File: src/rtl/tree_space_manager.sv
// Free-list allocator for BST node slots: a LIFO of node indices, rebuilt after reset
// and whenever the root is freed. Pure bookkeeping, never touches RAM.
module tree_space_manager #(
    parameter int unsigned RAM_DATA_WIDTH = 32,
    parameter int unsigned RAM_ADDR_WIDTH = 16,
    parameter int unsigned RAM_STRB_WIDTH = RAM_DATA_WIDTH / 8,
    parameter int unsigned NB_NODES       = 64,
    parameter int unsigned CNT_W          = $clog2(NB_NODES + 1)
) (
    input  logic                      aclk,
    input  logic                      areset,
    output logic                      tree_ready,
    input  logic                      tree_mgt_req_valid,
    output logic                      tree_mgt_req_ready,
    output logic [RAM_ADDR_WIDTH-1:0] tree_mgt_req_addr,
    input  logic                      tree_mgt_free_valid,
    output logic                      tree_mgt_free_ready,
    input  logic [RAM_ADDR_WIDTH-1:0] tree_mgt_free_addr,
    input  logic                      tree_mgt_free_is_root,
    output logic [CNT_W-1:0]          free_count,
    output logic [2:0]                err_status
);

    localparam int unsigned ADDR_LSB = $clog2(RAM_STRB_WIDTH);
    localparam int unsigned IDX_W    = $clog2(NB_NODES);
    localparam int unsigned FIDX_W   = RAM_ADDR_WIDTH - ADDR_LSB;
    localparam logic [RAM_ADDR_WIDTH-1:0] LSB_MASK = RAM_ADDR_WIDTH'((1 << ADDR_LSB) - 1);

    typedef enum logic {StInit, StRun} state_t;

    state_t             r_state, w_state_nxt;
    logic [IDX_W-1:0]   r_stack [NB_NODES];
    logic [CNT_W-1:0]   r_sp, w_sp_nxt;
    logic [IDX_W-1:0]   r_init_idx, w_init_idx_nxt;
    logic [2:0]         r_err, w_err_nxt;

    logic               w_wr_en;
    logic [IDX_W-1:0]   w_wr_ptr, w_wr_data;
    logic [FIDX_W-1:0]  w_free_idx_full;
    logic [IDX_W-1:0]   w_free_idx, w_top;
    logic               w_run, w_pop, w_free_hs, w_mis, w_oor, w_full_err, w_legal;

    assign w_run           = (r_state == StRun);
    assign w_top           = IDX_W'(r_sp - 1'b1);
    assign w_free_idx_full = tree_mgt_free_addr[RAM_ADDR_WIDTH-1:ADDR_LSB];
    assign w_free_idx      = IDX_W'(w_free_idx_full);
    assign w_pop           = w_run && tree_mgt_req_valid && (r_sp != '0);
    assign w_free_hs       = w_run && tree_mgt_free_valid;
    assign w_mis           = (tree_mgt_free_addr & LSB_MASK) != '0;
    assign w_oor           = 32'(w_free_idx_full) >= NB_NODES;
    // A full stack can still take a free if the same cycle pops a slot.
    assign w_full_err      = (r_sp == CNT_W'(NB_NODES)) && !w_pop;
    assign w_legal         = w_free_hs && !w_mis && !w_oor && !w_full_err;

    always_comb begin
        w_state_nxt    = r_state;
        w_sp_nxt       = r_sp;
        w_init_idx_nxt = r_init_idx;
        w_err_nxt      = r_err;
        w_wr_en        = 1'b0;
        w_wr_ptr       = r_init_idx;
        w_wr_data      = IDX_W'(NB_NODES - 1) - r_init_idx;
        unique case (r_state)
            StInit: begin
                w_wr_en        = 1'b1;
                w_init_idx_nxt = r_init_idx + 1'b1;
                if (r_init_idx == IDX_W'(NB_NODES - 1)) begin
                    w_sp_nxt       = CNT_W'(NB_NODES);
                    w_init_idx_nxt = '0;
                    w_state_nxt    = StRun;
                end
            end
            StRun: begin
                if (w_free_hs) begin
                    if (w_mis)           w_err_nxt[1] = 1'b1;
                    else if (w_oor)      w_err_nxt[0] = 1'b1;
                    else if (w_full_err) w_err_nxt[2] = 1'b1;
                end
                if (w_legal && w_pop) begin
                    w_wr_en   = 1'b1;
                    w_wr_ptr  = w_top;
                    w_wr_data = w_free_idx;
                end else if (w_legal) begin
                    w_wr_en   = 1'b1;
                    w_wr_ptr  = IDX_W'(r_sp);
                    w_wr_data = w_free_idx;
                    w_sp_nxt  = r_sp + 1'b1;
                end else if (w_pop) begin
                    w_sp_nxt  = r_sp - 1'b1;
                end
                if (w_free_hs && tree_mgt_free_is_root) begin
                    w_state_nxt    = StInit;
                    w_sp_nxt       = '0;
                    w_init_idx_nxt = '0;
                end
            end
        endcase
    end

    always_ff @(posedge aclk or posedge areset) begin
        if (areset) begin
            r_state    <= StInit;
            r_sp       <= '0;
            r_init_idx <= '0;
            r_err      <= '0;
        end else begin
            r_state    <= w_state_nxt;
            r_sp       <= w_sp_nxt;
            r_init_idx <= w_init_idx_nxt;
            r_err      <= w_err_nxt;
        end
    end

    // Slot storage needs no reset: it is only read while sp != 0, i.e. after INIT.
    always_ff @(posedge aclk) begin
        if (w_wr_en) r_stack[w_wr_ptr] <= w_wr_data;
    end

    assign tree_ready          = w_run;
    assign tree_mgt_req_ready  = w_run && (r_sp != '0);
    assign tree_mgt_free_ready = w_run;
    assign tree_mgt_req_addr   = (r_sp != '0) ?
                                 (RAM_ADDR_WIDTH'(r_stack[w_top]) << ADDR_LSB) : '0;
    assign free_count          = r_sp;
    assign err_status          = r_err;

endmodule

File: config.mk
export PLATFORM = sky130hd
export DESIGN_NAME = tree_space_manager
export DESIGN_NICKNAME = d
export VERILOG_FILES = /design/src/rtl/tree_space_manager.sv
export SDC_FILE = /design/constraint.sdc
export NUM_CORES = 1
export LEC_CHECK = 0
export BUFFER_PORTS_ARGS = -buffer_cell sky130_fd_sc_hd__buf_2
export CORE_MARGIN = 1.5
export CORE_UTILIZATION = 64
export CTS_BUF_LIST = sky130_fd_sc_hd__clkbuf_4 sky130_fd_sc_hd__clkbuf_8
export CTS_CLUSTER_DIAMETER = 120
export DETAILED_ROUTE_END_ITERATION = 10
export GPL_TIMING_DRIVEN = 0
export PLACE_DENSITY = 0.82
export SLEW_MARGIN = 15
export SYNTH_ARGS = -nofsm -noshare
export SYNTH_HDL_FRONTEND = slang
export SYNTH_SLANG_ARGS = --single-unit
export TNS_END_PERCENT = 30
File: constraint.sdc
create_clock -name aclk -period 7.1 [get_ports aclk]
set_input_delay 0.71 -clock aclk [delete_from_list [all_inputs] [get_ports aclk]]
set_output_delay 0.71 -clock aclk [all_outputs]
set_load 0.02 [all_outputs]
# [Word-level counts from Yosys, hierarchy flattened]
# Memory sizes are Yosys's and may differ from the RTL's.
# Index checks and enable logic that the tools add are counted.
[word_totals] wordCells=65 regBits=17 memories=1 mem_bits_rw=384 inputBits=21
[classes] n_reduce_logical=20 addsub=4 order_cmp=1 eq_ne=6 muxes=24 bitwise=3
[memory_table] name="r_stack" words=64 word_bits=6 rd=1 rd_clocked_by_memory_dff=0 wr=1 line_no="32" text="logic [IDX_W-1:0] r_stack [NB_NODES];"
[ops] op="$mux 6" n=8
[ops] op="$mux 7" n=5
[ops] op="$reduce_bool 16->1" n=1
[ops] op="$ge 14x7->1 const B" n=1
[ops] op="$pmux 7 s2" n=1
[ops] op="$pmux 6 s2" n=1
[ops] op="$logic_and 1x1->1" n=10
[ops] op="$mux 8" n=1
[ops] op="$add 7x1->7 const B" n=1
[ops] op="$eq 7x7->1 const B" n=1
[ops] op="$reduce_bool 7->1" n=1
[ops] op="$sub 7x1->7 const B" n=1
[ops] op="$add 6x1->6 const B" n=1
[ops] op="$eq 6x6->1 const B" n=1
[ops] op="$mux 1" n=6
[ops] op="$reduce_and 3->1" n=2
[ops] op="$sub 6x6->6 const A" n=1
[ops] op="$reduce_and 5->1" n=1
[ops] op="$logic_not 1->1" n=4
[ops] op="$ne 4x1->1 const B" n=1
[ops] op="$pmux 1 s2" n=2
[ops] op="$reduce_and 4->1" n=1
[ops] op="$ne 3x2->1 const B" n=1
[ops] op="$not 1->1" n=3
[ops] op="other kinds (2)" n=2

# [Longest topological paths before layout]
# Gate-level depths: netlist of the first run.
[depth] depth_word=11 mapped_depth=16 mapped_depth_nobuf=8

# [Worst setup path after synthesis of the first run]
# Ideal clock, no wire load.
[synth_path] kind="register -> register" startpoint="reg r_sp[0] (netlist: free_count[0])" endpoint="mem r_stack[0][3] (netlist bit) (data pin)" n_path_buf=6 path_stages_with_launch=14 path_slack_ns=2.025 setup_ns=0.549 arrival_ns=4.526 period_less_slack_ns=5.075 path_cell_list="dfrtp_1 -> buf_2 -> buf_2 -> buf_2 -> buf_2 -> inv_1 -> ha_1 -> buf_2 -> nor3b_4 -> nand4_1 -> nand2_2 -> clkbuf_1 -> nor2_1 -> a21oi_1"
[synth_via] elab_chain_len=9 word_cells_on_any_way=11 classes_between="eq/ne: 1; mux: 3; reduce/logical: 7"
[synth_rtl] item="from (decl)" line_no="33" text="logic [CNT_W-1:0] r_sp, w_sp_nxt;"
[synth_rtl] item="from (signal assigned)" line_no="108" text="r_sp <= w_sp_nxt;"
[synth_rtl] item="$reduce_bool 7->1" line_no="47" text="assign w_pop = w_run && tree_mgt_req_valid && (r_sp != '0);"
[synth_rtl] item="$logic_and 1x1->1" line_no="47"
[synth_rtl] item="$logic_not 1->1" line_no="52" text="assign w_full_err = (r_sp == CNT_W'(NB_NODES)) && !w_pop;"
[synth_rtl] item="$logic_and 1x1->1" line_no="52"
[synth_rtl] item="$logic_not 1->1" line_no="53" text="assign w_legal = w_free_hs && !w_mis && !w_oor && !w_full_err;"
[synth_rtl] item="$logic_and 1x1->1" line_no="53"
[synth_rtl] item="$mux 6 / $logic_and 1x1->1 (equally long branches)" line_no="83, 79"
[synth_rtl] item="$mux 6 *" line_no="79" text="if (w_legal && w_pop) begin"
[synth_rtl] item="$mux 6 *" line_no="63" text="unique case (r_state)"
[synth_rtl] item="via w_wr_data[3]" line_no="38" text="logic [IDX_W-1:0] w_wr_ptr, w_wr_data;"
[synth_rtl] item="to (decl)" line_no="32"
# Mark *: on every way through the listed nets, which the timed path passes. The rest lies on a longest branch.

# [Worst setup path in the final report of the first run]
[layout_path] startpoint="reg r_sp[0] (netlist: free_count[0])" endpoint="out tree_mgt_req_addr[2]"
[layout_via] elab_chain_len=3 word_cells_on_any_way=4 classes_between="add/sub: 1; mux: 1; reduce/logical: 1; memory: 1"
[layout_rtl] item="$sub 7x1->7"
[layout_rtl] item="$mem_v2 64x6"
[layout_rtl] item="$mux 8 *" line_no="122" text="assign tree_mgt_req_addr = (r_sp != '0) ?"
[layout_rtl] item="to (decl)" line_no="15" text="output logic [RAM_ADDR_WIDTH-1:0] tree_mgt_req_addr,"
# Every way passes the cells marked *; elsewhere a longest branch is shown, timed or not.

==> results of run 1 <==
==> worst reg2reg max path: cells and delay by family, from the launching register on <==
family / cells / cell delay [ns]
AOI/OAI and AO/OA: 2 / 0.96
DFF: 1 / 0.37
and+or+nand+nor: 4 / 1.65
adders and majority gates: 1 / 0.19
buffers and inverters: 6 / 1.81
==> kinds of logic (layout without fill, tap and decap cells) <==
| group | count (synthesis) | in the layout |
|---|---|---|
| flip-flops | 401 | 401 |
| AND/OR/NAND/NOR | 219 | 219 |
| multiplexers | 115 | 115 |
| AO/OA/AOI/OAI | 112 | 112 |
| buffers and inverters | 68 | 224 |
| XOR/XNOR | 8 | 8 |
| adder cells (fa/ha/maj) | 3 | 3 |
| other | 1 | 10 |
==> registers in the layout, indices dropped and copies added (netlist names) <==
register	count
r_stack	384
free_count	7
r_init_idx	6
err_status	3
tree_mgt_free_ready	1
==> stage by stage <==
stage	TNS (ns)	area, um2	setup slack, ns	hold slack (ns)	instances
after floorplan	0	16900	2.03	0.510	936
after global placement	-63.19	17600	-0.711	0.443	1310
after detailed placement	0	17800	1.11	0.461	1319
after CTS	0	19000	0.442	0.208	1427
after global routing	0	19000	0.184	0.259	1427
final	0	19000	0.436	0.198	1427
==> cells in the mapped netlist, types with 12 or more instances <==
cell and n:
a21oi_1 14, a31oi_1 12, buf_2 19, buf_4 13, clkbuf_1 24, dfrtp_1 17
edfxtp_1 384, mux4_2 108, nand2_1 64, nand3_1 13, nand4_1 13, nor2_1 69
nor3_1 23, o21ai_0 22
==> per-layer routing <==
layer	track usage	vias up	part of all wire
li1	-	4021	-
met5	0	-	0
met2	0.445	613	0.48
met4	0.0917	0	0.030
met3	0.0544	83	0.10
met1	0.407	4770	0.39
==> cells in the final DEF, fill, tap and decap left out, types with 14 or more instances in the layout <==
cell,Yosys,routed
clkbuf_1,24,24
clkbuf_4,0,17
edfxtp_1,384,384
nand2_1,64,64
nor2_1,69,69
nor3_1,23,23
clkbuf_8,0,60
buf_2,19,58
o21ai_0,22,22
mux4_2,108,108
clkinv_1,1,14
dfrtp_1,17,17
==> area by class of cell <==
cell class,count,area [um2]
flip-flops and latches,401,12000
fillers,1470,7020
multi-input cells,467,4650
clock buffers,77,953
repair buffers,48,428
well taps,335,419
plain buffers,60,329
clock inverters,31,201
inverters,8,30.0
==> power groups by stage <==
stage,registers [W],clock network [W],logic (W)
final,0.00313,0.00179,0.00454
after global routing,0.00314,0.00191,0.00476
after CTS,0.00313,0.00181,0.00445
after detailed placement,0.00318,0,0.00444
after global placement,0.00321,0,0.00419
after floorplan,0.00319,0,0.00293
==> worst max path at each step <==
stage                  startpoint              endpoint  cells past startpoint
finish              free_count[0]  tree_mgt_req_addr[2]                     15
global route        free_count[0]  tree_mgt_req_addr[2]                     15
CTS                 free_count[0]  tree_mgt_req_addr[4]                     15
detailed placement  free_count[0]  tree_mgt_req_addr[4]                     15
global placement    free_count[0]        r_stack[63][3]                     13
floorplan           free_count[0]         r_stack[0][3]                     13
==> flow_summary.yaml, run 1 <==
detailed_routing:
  drc_errors: 0
  ant_nets: 0
  vias: 9487
  via_per_inst: 6.65
  avgRoutedWirePerCell_um: 26.1
  wirelength_mm: 37.2
  first_pass_iters: 6
  drtIter0Drc: 1428
synthesis:
  synth.distinct_cells: 73
  syn_inst: 927
  synth_compound_area_frac: 0.0491
  ys_warn_count: 0
  ys_async_sr_fraction: 0.0424
  synth_top_area_cell: "edfxtp_1"
  synthSimpleGateAreaFrac: 0.0672
  synthTopCellsByArea: "edfxtp_1 68%, mux4_2 14%, dfrtp_1 2.5%"
  synth_top_family_by_area: "multiplexers"
  synth_seq_cells: 401
  syn_area_mm2: 0.0169
  synth_edf_count: 384
  yosysSeqAreaShare: 0.707
  synth_top_area_frac: 0.682
  synthMuxAreaShare: 0.148
  synthFlopType: "edfxtp_1"
  synthAdderAreaFrac: 0.00222
  synth_xor_area_frac: 0.00459
  syn_area_per_cell_um2: 18.2
floorplan:
  die-area_mm2: 0.0274
  die_w_um: 166
  core_mm2: 0.0260
  ioPinCount: 50
  initial_utilization: 0.650
  die_h_um: 166
  rows: 59
sta:
  max_slew_margin: 0.305
  fmax_mhz: 150
  hold_viol: 0
  finalCritPeriodShare: 0.939
  setup_viol: 0
  fin_skew_ns: 0.0317
  drv_slew: 0
  grt_setup_unrepaired: "no"
  tightest_slew_ns: 1.03
  period_needed_ns: 6.66
layout:
  area_delta_synth_final_pct: 12.2
  antennaDiodeCount: 0
  nets: 1069
  fin_util: 0.730
  drive_above_1_share: 0.302
global_route:
  grt_pass1_wl_mm: 56.0
  grt_pass1_vias: 9342
  grt_max_degree: 41
  grt_overflow_total: 0
  grt_use_total: 0.283
  antenna_found_initial: 0
pwr:
  power.density_mw_per_mm2: 499
  intPower_w: 0.00571
  power_w: 0.00946
  seqPwrFrac: 0.331
  p_sw_frac: 0.396
  p_leak_nw: 6.09
  p_comb_frac: 0.479
  power_switching_w: 0.00375
  vdd_drop_max_mv: 0.404
  clock_power_share: 0.190
critical_path:
  startpoint_type: "flop"
  crit_required_ns: 6.39
  reg2reg_slack_ns: 1.74
  r2r_end: "r_stack[39][1]"
  path_class: "flop to primary output"
  cp_data_arrival_time_ns: 5.95
  crit_fanout: 10
  path_delay_family: "buffers and inverters"
  cpMostUsedCell: "buf_2"
  cpMaxStageDelayCell: "clkbuf_1"
  r2r_start: "free_count[0]"
  r2r_cells: 13
  slowest_delay_ns: 0.61
  cp-end-kind: "primary output"
  critical_path_buf_inv_count: 10
  cp_cell_sequence: "buf_2 > buf_2 > buf_2 > buf_2 > inv_1 > ha_1 > clkbuf_1 > buf_2 > clkbuf_1 > clkbuf_1 > mux4_2 > nand2_1 > nand3_1 > a31o_2 > buf_2"
clocking:
  clk_latency_ns: 0.62
  clock-sinks: 401
  cts_resized: 0
  post_cts_buffers: 0
  numCtsBuffers: 59
  clk_pin_slew_ns: 0.07
  clock-root-buffer: "clkbuf_8"
  cts_tree: "built"
  ctsLongestPathBuffers: 3
  hold_buffers: 0
  htree_levels: 2
status:
  status: "complete, no violations"
min_path:
  hold_class: "input pin to async pin"
place:
  gp_congestion: 0.946
  hpwl_mm: 25.6
  io_buffers: 39
flow_run:
  cap_violations: 0
Note: power is estimated with default switching activity, not from simulation.
==> run 2, diff against run 1 <==
REMOVE_ABC_BUFFERS = 1   (was default)
==> flow_summary.yaml, run 2 (same netlist as run 1, synthesis figures left out) <==
detailed_routing:
  wirelength_mm: 35.4
  via_per_inst: 6.59
  vias: 9088
  drtIter0Drc: 1315
  ant_nets: 0
  avgRoutedWirePerCell_um: 25.7
  drc_errors: 0
  first_pass_iters: 5
sta:
  tightest_slew_ns: 1.14
  grt_setup_unrepaired: "no"
  setup_viol: 0
  setup_tns_ns: 0
  drv_slew: 0
  period_needed_ns: 5.07
  fin_skew_ns: 0.0261
  fmax_mhz: 197
  max_slew_margin: 0.243
  hold_viol: 0
  finalCritPeriodShare: 0.714
floorplan:
  ioPinCount: 50
  rows: 59
  die-area_mm2: 0.0274
  die_h_um: 166
  die_w_um: 166
  initial_utilization: 0.650
  core_mm2: 0.0260
layout:
  instances_no_fill: 1380
  antennaDiodeCount: 0
  layout_commonest_cell: "edfxtp_1"
  fin_area_mm2: 0.0189
  nets: 1017
  layout_common_cells: "384 x edfxtp_1, 108 x mux4_2, 69 x nor2_1"
  largest_reg_flops: 384
  drive_above_1_share: 0.292
  fillCellCount: 1496
  area_delta_synth_final_pct: 11.5
  top_register: "r_stack"
pwr:
  vdd_drop_max_mv: 0.475
  power.density_mw_per_mm2: 501
  p_leak_nw: 5.95
global_route:
  grt_overflow_total: 0
  grt_max_degree: 55
  grt_use_met1: 0.361
  grt_pass1_wl_mm: 53.7
  gr-usage-met3: 0.0554
  gr-max-usage-layer: "met2"
  use_met2: 0.452
  grt_use_total: 0.272
  grt_pass1_vias: 9188
  antenna_found_initial: 1
clocking:
  post_cts_buffers: 0
  clock-sinks: 401
  hold_buffers: 0
  clk_pin_slew_ns: 0.08
  cts_resized: 0
  ctsLongestPathBuffers: 3
  numCtsBuffers: 61
  clk_latency_ns: 0.61
  cts_tree: "built"
  clock-root-buffer: "clkbuf_8"
  htree_levels: 2
critical_path:
  startpoint_type: "flop"
  path_class: "flop to primary output"
  cpMaxStageDelayCell: "dfrtp_4"
  slowest_delay_ns: 0.89
  crit_required_ns: 6.39
  crit_fanout: 54
  cpMostUsedCell: "mux4_2"
  cp-end-kind: "primary output"
  cp_data_arrival_time_ns: 4.36
  cp_cell_sequence: "inv_1 > ha_4 > buf_16 > mux4_2 > mux4_2 > a22o_1 > a31o_2 > buf_2"
status:
  status: "complete, no violations"
place:
  gp_congestion: 0.830
  postPlaceCellArea_mm2: 0.0176
  placed_cells: 1265
  io_buffers: 39
  hpwl_mm: 23.0
min_path:
  hold_class: "input pin to async pin"
flow_run:
  cap_violations: 0
## run 2: cell count changes in the layout (fill, tap and decap cells not counted), sizes merged
cell and delta:
buf -30, inv +1, clkinv +7, bufinv +1, clkbuf -28, clkinvlp +2
## run 2: where the power goes
group	internal, W	switching [W]	leakage, nW
clock	0.000983	0.000877	0.626
sequential	0.00304	0.000205	3.59
combinational	0.00175	0.00258	1.74
total	0.00578	0.00366	5.95
## run 2: worst paths after layout
kind / slack (ns) / endpoint / start / depth (start not counted)
min in group aclk: 0.41 / err_status[1] / tree_mgt_free_addr[0] / 3
setup reg to reg: 2.49 / r_stack[23][1] / free_count[0] / 8
hold reg to reg: 0.46 / err_status[1] / err_status[1] / 1
setup / recovery: 2.03 / tree_mgt_req_addr[5] / free_count[0] / 8
max in group asynchronous: 6.38 / free_count[0] / areset / 2
hold / removal: 0.20 / r_init_idx[3] / areset / 2
## run 2: stage by stage
step	utilization	worst slack (ns)	hold slack [ns]	power [W]
3_5_place_dp	0.679	2.52	0.448	0.00759
6_report	0.725	2.03	0.205	0.00944
3_3_place_gp	0.663	-4.50	0.445	0.00757
5_1_grt	0.725	1.85	0.246	0.00986
2_1_floorplan	-	-1.47	0.510	0.00620
4_1_cts	0.725	1.97	0.200	0.00944
## run 2: critical path, delay by kind of cell (launching register included)
| family | cells | cell delay [ns] |
|---|---|---|
| AO/OA/AOI/OAI | 2 | 0.49 |
| adder cells (fa/ha/maj) | 1 | 0.77 |
| buffers and inverters | 3 | 0.67 |
| flip-flops | 1 | 0.89 |
| multiplexers | 2 | 0.85 |
## run 2: layout make-up
cell class	instances	area, um2	area share
clock buffers	73	930	0.0493
inverters	8	30.0	0.00159
multi-input cells	467	4690	0.249
clock inverters	42	277	0.0147
well taps	335	419	0.0222
flip-flops and latches	401	12000	0.634
repair buffers	54	544	0.0289
## run 2: layer usage
| layer | share of wire | vias to the layer above |
|---|---|---|
| li1 | - | 3919 |
| met1 | 0.38 | 4644 |
| met2 | 0.51 | 439 |
| met3 | 0.076 | 84 |
| met4 | 0.030 | 2 |
| met5 | 0.00045 | - |
==> run 3, diff against run 2 <==
CORE_UTILIZATION = 58   (was 64)
PLACE_DENSITY = 0.78   (was 0.82)
clock period = 4.1 ns   (was 7.1 ns; I/O delays follow)
==> flow_summary.yaml, run 3 (same netlist as run 1, synthesis figures left out) <==
clocking:
  clock-sinks: 401
  htree_levels: 2
  cts_tree: "built"
  clk_latency_ns: 0.60
  numCtsBuffers: 60
  clk_pin_slew_ns: 0.06
  ctsLongestPathBuffers: 3
  clock-root-buffer: "clkbuf_8"
layout:
  largest_reg_flops: 384
  nets: 1026
  area_delta_synth_final_pct: 12.6
  top_register: "r_stack"
  layout_common_cells: "384 x edfxtp_1, 108 x mux4_2, 64 x nand2_1"
  antennaDiodeCount: 0
  drive_above_1_share: 0.319
  layout_commonest_cell: "edfxtp_1"
  instances_no_fill: 1427
pwr:
  power.density_mw_per_mm2: 871
  p_leak_nw: 5.98
  vdd_drop_max_mv: 0.539
  power_w: 0.0166
detailed_routing:
  ant_nets: 0
  avgRoutedWirePerCell_um: 25.1
  via_per_inst: 6.38
  first_pass_iters: 5
  vias: 9099
  drtIter0Drc: 1070
  wirelength_mm: 35.8
  drc_errors: 0
place:
  hpwl_mm: 23.0
  gp_congestion: 0.834
  io_buffers: 39
  placed_cells: 1316
global_route:
  antenna_found_initial: 0
  grt_overflow_total: 0
  grt_max_degree: 45
  grt_pass1_wl_mm: 54.9
  grt_use_total: 0.242
  grt_pass1_vias: 9256
status:
  status: "complete, no violations"
critical_path:
  cp_data_arrival_time_ns: 3.55
  path_class: "flop to primary output"
  startpoint_type: "flop"
  crit_fanout: 10
  crit_required_ns: 3.69
  cp-end-kind: "primary output"
sta:
  setup_viol: 0
  drv_slew: 0
  setup_tns_ns: 0
  tightest_slew_ns: 0.970
  hold_viol: 0
  fin_skew_ns: 0.0181
  max_slew_margin: 0.348
  finalCritPeriodShare: 0.966
  fmax_mhz: 253
  period_needed_ns: 3.96
  grt_setup_unrepaired: "yes"
floorplan:
  die_w_um: 174
  die_h_um: 174
  initial_utilization: 0.589
  die-area_mm2: 0.0302
  ioPinCount: 50
  rows: 62
  core_mm2: 0.0287
flow_run:
  cap_violations: 0
min_path:
  hold_class: "input pin to flop"
==> run 3: changes by cell type in the layout (fill, tap and decap cells not counted), sizes merged <==
cell and delta:
bufinv -3, clkinv -9, clkinvlp -3, clkbuf +5
buf +8, inv -1, dlygate4sd3 +1
==> run 3: stage by stage <==
| stage | area [um2] | hold WS, ns | worst slack, ns | util |
|---|---|---|---|---|
| after global placement | 17300 | 0.441 | -7.48 | 0.602 |
| final | 19000 | 0.127 | 0.141 | 0.663 |
| after CTS | 18900 | 0.100 | 0.00285 | 0.659 |
| after floorplan | 16600 | 0.336 | -4.19 | - |
| after detailed placement | 17700 | 0.443 | -0.445 | 0.617 |
| after global routing | 19000 | 0.130 | -0.0765 | 0.663 |
==> run 3: final cells by class <==
type	instances	area, um2
clock buffer	77	960
multi-input combinational	467	4800
timing repair buffer	64	673
inverter	8	30.0
sequential	401	12000
clock inverter	26	121
fill	1823	9680
tap	384	480
==> run 3: path summary, 6_finish.rpt <==
| path | startpoint | to | slack [ns] | cells after the start |
|---|---|---|---|---|
| max reg2reg | free_count[0] | r_stack[55][0] | 0.15 | 8 |
| max | free_count[1] | tree_mgt_req_addr[7] | 0.14 | 10 |
| max in group asynchronous | areset | free_count[0] | 3.12 | 3 |
| min | tree_mgt_free_addr[0] | err_status[1] | 0.13 | 3 |
| min in group asynchronous | areset | free_count[5] | 0.46 | 3 |
| min reg2reg | err_status[2] | err_status[2] | 0.46 | 1 |
==> run 3: worst max-delay path: stages (launching register included) <==
cell and delay, ns:
dfrtp_2 0.50, inv_2 0.08, ha_4 0.24, xnor2_4 0.35, buf_6 0.21, buf_12 0.15
buf_6 0.15, mux4_2 0.56, a22o_1 0.31, a31o_2 0.24, buf_2 0.16
==> run 3: report_power, final <==
group | switching (W) | internal, W
clock | 0.00144 | 0.00152
sequential | 0.000273 | 0.00527
combinational | 0.00482 | 0.00324
==> run 3: per-layer routing <==
layer  up-vias  global-route usage  routed length (um)  share of wire
met1      4629               0.331               14100           0.40
li1       3934                   -                   -              -
met4         0              0.0769                 963          0.027
met2       450               0.403               18100           0.51
met3        86              0.0443                2600          0.073
met5         -                   0                   0              0
==> run 3: what timing repair did <==
item | in CTS | in global routing
cloned | 0 | 1
buffers inserted | 6 | 0
hold endpoints to repair | 17 | 0
setup endpoints to repair | 366 | 253
hold buffers | 1 | 0
pin swaps | 1 | 1
resized for setup | 6 | 24
